$ cat src/rtl/bcd_pkg.sv
// rtl/bcd_pkg.sv - shared BCD digit type, digit limits and saturation helper
package bcd_pkg;

    typedef logic [3:0] bcd_t;

    localparam bcd_t BCD_MAX = 4'd9;
    localparam bcd_t BCD_MIN = 4'd0;

    // Clamp an arbitrary nibble into the legal decimal range 0..9.
    function automatic bcd_t bcd_sat(input bcd_t x);
        return (x > BCD_MAX) ? BCD_MAX : x;
    endfunction

endpackage

$ cat src/rtl/bcd_digit.sv
// rtl/bcd_digit.sv - single decimal digit register with carry/borrow generation
//
// Ports:
//   clk        rising-edge clock
//   reset      synchronous active-high reset, q -> 0
//   step       advance this digit by one in the direction given by up
//   up         1 = increment, 0 = decrement (only meaningful with step)
//   set        synchronous load of set_val (higher priority than step)
//   set_val    value to load; saturated to 9 here as well
//   q          current digit value, always 0..9
//   carry_out  step && up && q == 9  (combinational, feeds next digit)
//   borrow_out step && !up && q == 0 (combinational, feeds next digit)
module bcd_digit
    import bcd_pkg::*;
(
    input  logic clk,
    input  logic reset,
    input  logic step,
    input  logic up,
    input  logic set,
    input  bcd_t set_val,
    output bcd_t q,
    output logic carry_out,
    output logic borrow_out
);

    always_ff @(posedge clk) begin
        if (reset) begin
            q <= BCD_MIN;
        end else if (set) begin
            q <= bcd_sat(set_val);
        end else if (step) begin
            if (up) begin
                // >= rather than == so an out-of-range value can never persist
                q <= (q >= BCD_MAX) ? BCD_MIN : q + 4'd1;
            end else begin
                q <= (q == BCD_MIN) ? BCD_MAX : q - 4'd1;
            end
        end
    end

    assign carry_out  = step &&  up && (q == BCD_MAX);
    assign borrow_out = step && !up && (q == BCD_MIN);

endmodule

$ cat src/rtl/bcd_counter.sv
// rtl/bcd_counter.sv - multi-digit BCD up/down counter with prescaler and wrap pulse
//
// Parameters:
//   DIGITS    number of decimal digits (1..8)
//   PRESCALE  enabled clock cycles per count step (>= 1)
// Ports:
//   clk       rising-edge clock
//   reset     synchronous active-high reset
//   en        count enable, gates prescaler and counting
//   up        direction, sampled on the tick cycle only
//   clear     synchronous clear to zero (beats load and tick)
//   load      synchronous parallel load, digits > 9 saturate to 9
//   load_val  load value, digit i in bits [4i+3:4i]
//   bcd       registered count, digit 0 least significant
//   wrap      one-cycle pulse coincident with the wrapped count
module bcd_counter
    import bcd_pkg::*;
#(
    parameter int DIGITS   = 4,
    parameter int PRESCALE = 1
) (
    input  logic                  clk,
    input  logic                  reset,
    input  logic                  en,
    input  logic                  up,
    input  logic                  clear,
    input  logic                  load,
    input  logic [4*DIGITS-1:0]   load_val,
    output logic [4*DIGITS-1:0]   bcd,
    output logic                  wrap
);

    localparam int             PW         = (PRESCALE > 1) ? $clog2(PRESCALE) : 1;
    localparam logic [PW-1:0]  PRESC_LAST = PW'(PRESCALE - 1);

    logic [PW-1:0]     presc;
    logic              tick;
    logic              set;
    logic [DIGITS:0]   step_chain;
    logic [DIGITS-1:0] carry;
    logic [DIGITS-1:0] borrow;

    assign tick = en && (presc == PRESC_LAST);
    assign set  = clear || load;

    // Prescaler restarts on any synchronous set so the first step after
    // clear/load lands a full PRESCALE enabled cycles later.
    always_ff @(posedge clk) begin
        if (reset || set) begin
            presc <= '0;
        end else if (tick) begin
            presc <= '0;
        end else if (en) begin
            presc <= presc + 1'b1;
        end
    end

    // Carry/borrow ripple is purely combinational, so all digits update on
    // the same edge. The top-digit overflow is registered as the wrap pulse.
    assign step_chain[0] = tick;

    genvar i;
    generate
        for (i = 0; i < DIGITS; i++) begin : g_digit
            bcd_t set_val;
            bcd_t q;

            assign set_val = clear ? BCD_MIN : load_val[4*i +: 4];

            bcd_digit u_digit (
                .clk        (clk),
                .reset      (reset),
                .step       (step_chain[i]),
                .up         (up),
                .set        (set),
                .set_val    (set_val),
                .q          (q),
                .carry_out  (carry[i]),
                .borrow_out (borrow[i])
            );

            assign bcd[4*i +: 4]   = q;
            assign step_chain[i+1] = up ? carry[i] : borrow[i];
        end
    endgenerate

    always_ff @(posedge clk) begin
        if (reset || set) begin
            wrap <= 1'b0;
        end else begin
            wrap <= step_chain[DIGITS];
        end
    end

endmodule

$ cat config.mk
export PLATFORM = sky130hd
export DESIGN_NAME = bcd_counter
export DESIGN_NICKNAME = d
export VERILOG_FILES = /design/src/rtl/bcd_pkg.sv /design/src/rtl/bcd_digit.sv /design/src/rtl/bcd_counter.sv
export SDC_FILE = /design/constraint.sdc
export NUM_CORES = 1
export LEC_CHECK = 0
export CAP_MARGIN = 20
export CORE_UTILIZATION = 37
export CTS_CLUSTER_SIZE = 8
export DETAILED_ROUTE_END_ITERATION = 10
export PLACE_DENSITY = 0.61
export SLEW_MARGIN = 20
export SYNTH_ARGS = -nofsm -noshare
export SYNTH_HDL_FRONTEND = slang
export SYNTH_SLANG_ARGS = --single-unit
$ cat constraint.sdc
create_clock -name clk -period 2.9 [get_ports clk]
set_input_delay 0.435 -clock clk [delete_from_list [all_inputs] [get_ports clk]]
set_output_delay 0.435 -clock clk [all_outputs]
set_load 0.05 [all_outputs]
==> flow_summary.ini <==
[run_status]
outcome = completed

[critical_path]
arrival_ns = 2.44
crit_type = flip-flop to flip-flop
crit_path_max_fanout = 8
crit_required_ns = 3.02
endpoint_kind = flip-flop
crit_path_start_kind = flip-flop

[synthesis]
synth_flop_cell = dfxtp_1
synth_fp_nets = 275
synthDistinctLibCells = 59
synthCells = 241
synth-edff-count = 0
synth_seq_cells = 18
synth_area_um2 = 1810
yosys_warnings = 0
avgSynthCellArea_um2 = 7.52
ys_seq_area_frac = 0.199
async_flop_share = 0

[timing]
skew_ns = 0.0116
finalCritPeriodShare = 0.800
hold_violations = 0
slew_violations = 0
rsz0062_at_grt = no
fin_tns_setup_ns = 0
setup_violations = 0
layout_min_cycle_time_ns = 2.32
setup_slack_ns = 0.579
slew_headroom = 0.524
worst_pin_slew_ns = 0.712
fmax_mhz = 431

[placed_design]
place_area_um2 = 2240
gp_congestion = 0.924
place_hpwl_um = 3740
dpl_worst_slack_ns = 0.439
place.port_buffers = 38

[clocking]
hold_buffers = 0
cts_buffers = 3
cts_tree = built
postCtsSetupBuffers = 0
clockBufferDepth = 2
insertion_delay_ns = 0.27
clock_sinks = 18
cts_root_buffer = clkbuf_8
htreeDepth = 1
clk_pin_slew_ns = 0.09
cts_resized = 0

[final_layout]
fin_nets = 309
n_antenna_cell = 0
fin_area_um2 = 2300
drive_gt1_frac = 0.0839
layout_common_cells = clkdlybuf4s50_1 (38), o21ai_0 (24), inv_1 (19)
final_common_cell = clkdlybuf4s50_1
syn2layout_area_growth_pct = 26.9

[floorplanning]
io_pins = 39
initial_core_util = 0.384
rows = 25
die_x_um = 72.0
coreArea_um2 = 4720
dieHeight_um = 72.0
die_area_um2 = 5180

[grt]
overflow = 0
grt_pass1_wl_um = 8330
antenna_found_initial = 0
grt_use_total = 0.204
grt_pass1_vias = 1745
grt_max_degree = 23

[min_path]
hold_class = flip-flop to flip-flop

[drt]
wl_per_cell_um = 15.2
wl_um = 5180
route.detailed.drc = 0
detail-route-antenna-nets = 0
dr.pass1.iters = 4
vias = 1982
viasPerCell = 5.81
drt_iter0_markers = 189

[power_and_ir_drop]
powerDensity_nw_per_um2 = 350
vdd_drop_max_uv = 149
p_leak_nw = 0.799

[run]
cap_violations = 0
==> cell families after synthesis <==
logic type,Yosys count,share of synthesized area
fa+ha+maj,12,0.0829
xor+xnor,1,0.00484
flops,18,0.199
simple gates,82,0.273
buf+inv,34,0.0801
compound gates,94,0.360
==> synthesized netlist by cell type, types with 2 or more instances <==
master | number | area share
nor2_1 | 16 | 0.033
buf_6 | 2 | 0.012
o211ai_1 | 2 | 0.0083
and3b_1 | 2 | 0.0097
buf_2 | 2 | 0.0055
clkbuf_1 | 8 | 0.017
nor2b_1 | 3 | 0.010
o221ai_1 | 3 | 0.015
and3_1 | 3 | 0.010
nand4b_1 | 2 | 0.0097
a21oi_1 | 13 | 0.036
nand3_1 | 3 | 0.0083
buf_1 | 2 | 0.0041
o21a_1 | 6 | 0.025
a31oi_1 | 7 | 0.024
or3b_2 | 3 | 0.015
nor4b_1 | 4 | 0.019
nor4_1 | 4 | 0.014
o22ai_1 | 4 | 0.014
or2_2 | 2 | 0.0069
a211oi_1 | 10 | 0.041
nor3b_1 | 2 | 0.0083
o21bai_1 | 3 | 0.012
inv_1 | 19 | 0.039
o311ai_0 | 4 | 0.019
nand2_1 | 13 | 0.027
ha_1 | 12 | 0.083
o21ai_0 | 24 | 0.066
a311oi_1 | 2 | 0.0097
nand2b_1 | 6 | 0.021
dfxtp_1 | 18 | 0.20
nand3b_1 | 4 | 0.017
nor3_1 | 7 | 0.019
==> final cells by class <==
| type | count | area, µm² |
|---|---|---|
| multi-input combinational | 189 | 1310 |
| timing repair buffer | 43 | 418 |
| sequential | 18 | 360 |
| inverter | 20 | 75.1 |
| tap | 67 | 83.8 |
| fill | 474 | 2420 |
| clock buffer | 4 | 55.1 |
==> routing by layer <==
metal / track usage / part of all wire / up-vias
met2: 0.332 / 0.48 / 55
met4: 0.0610 / 0.012 / 0
met3: 0.0236 / 0.046 / 5
met5: 0 / 0 / -
li1: - / - / 983
met1: 0.283 / 0.46 / 939
==> state kept, by name, indices dropped and copies added, names as in the netlist <==
name / count
g_digit.u_digit.q: 16
presc: 1
wrap: 1
==> worst max-delay path: stages, from the launching register on <==
cell       delay [ns]
dfxtp_1          0.39
inv_1            0.09
ha_1             0.28
or4b_4           0.55
nor3_1           0.22
nor3_1           0.17
a2111oi_0        0.37
a211oi_1         0.09
==> worst paths after layout <==
check                       endpoint  cells after the start  slack, ns                    start
max          g_digit[2].u_digit.q[1]                      7       0.58  g_digit[0].u_digit.q[0]
min                            presc                      1       0.49                    presc
max reg2reg  g_digit[2].u_digit.q[1]                      7       0.58  g_digit[0].u_digit.q[0]
min reg2reg                    presc                      1       0.49                    presc
==> metrics by stage <==
stage	utilization	hold slack [ns]	instances	power (W)
floorplan	-	0.467	241	0.000484
detailed placement	0.475	0.480	337	0.000582
global placement	0.475	0.477	337	0.000582
CTS	0.487	0.493	341	0.000807
global route	0.487	0.502	341	0.000843
finish	0.487	0.492	341	0.000804
==> where the power goes <==
| group | total, W | leakage [nW] | internal (W) | switching, W |
|---|---|---|---|---|
| Combinational | 0.000291 | 0.623 | 0.000124 | 0.000166 |
| Sequential | 0.000289 | 0.147 | 0.000260 | 0.0000291 |
| Clock | 0.000224 | 0.0288 | 0.000121 | 0.000103 |
| Total | 0.000804 | 0.799 | 0.000505 | 0.000298 |
No activity file was read; power rests on OpenSTA's default activity.
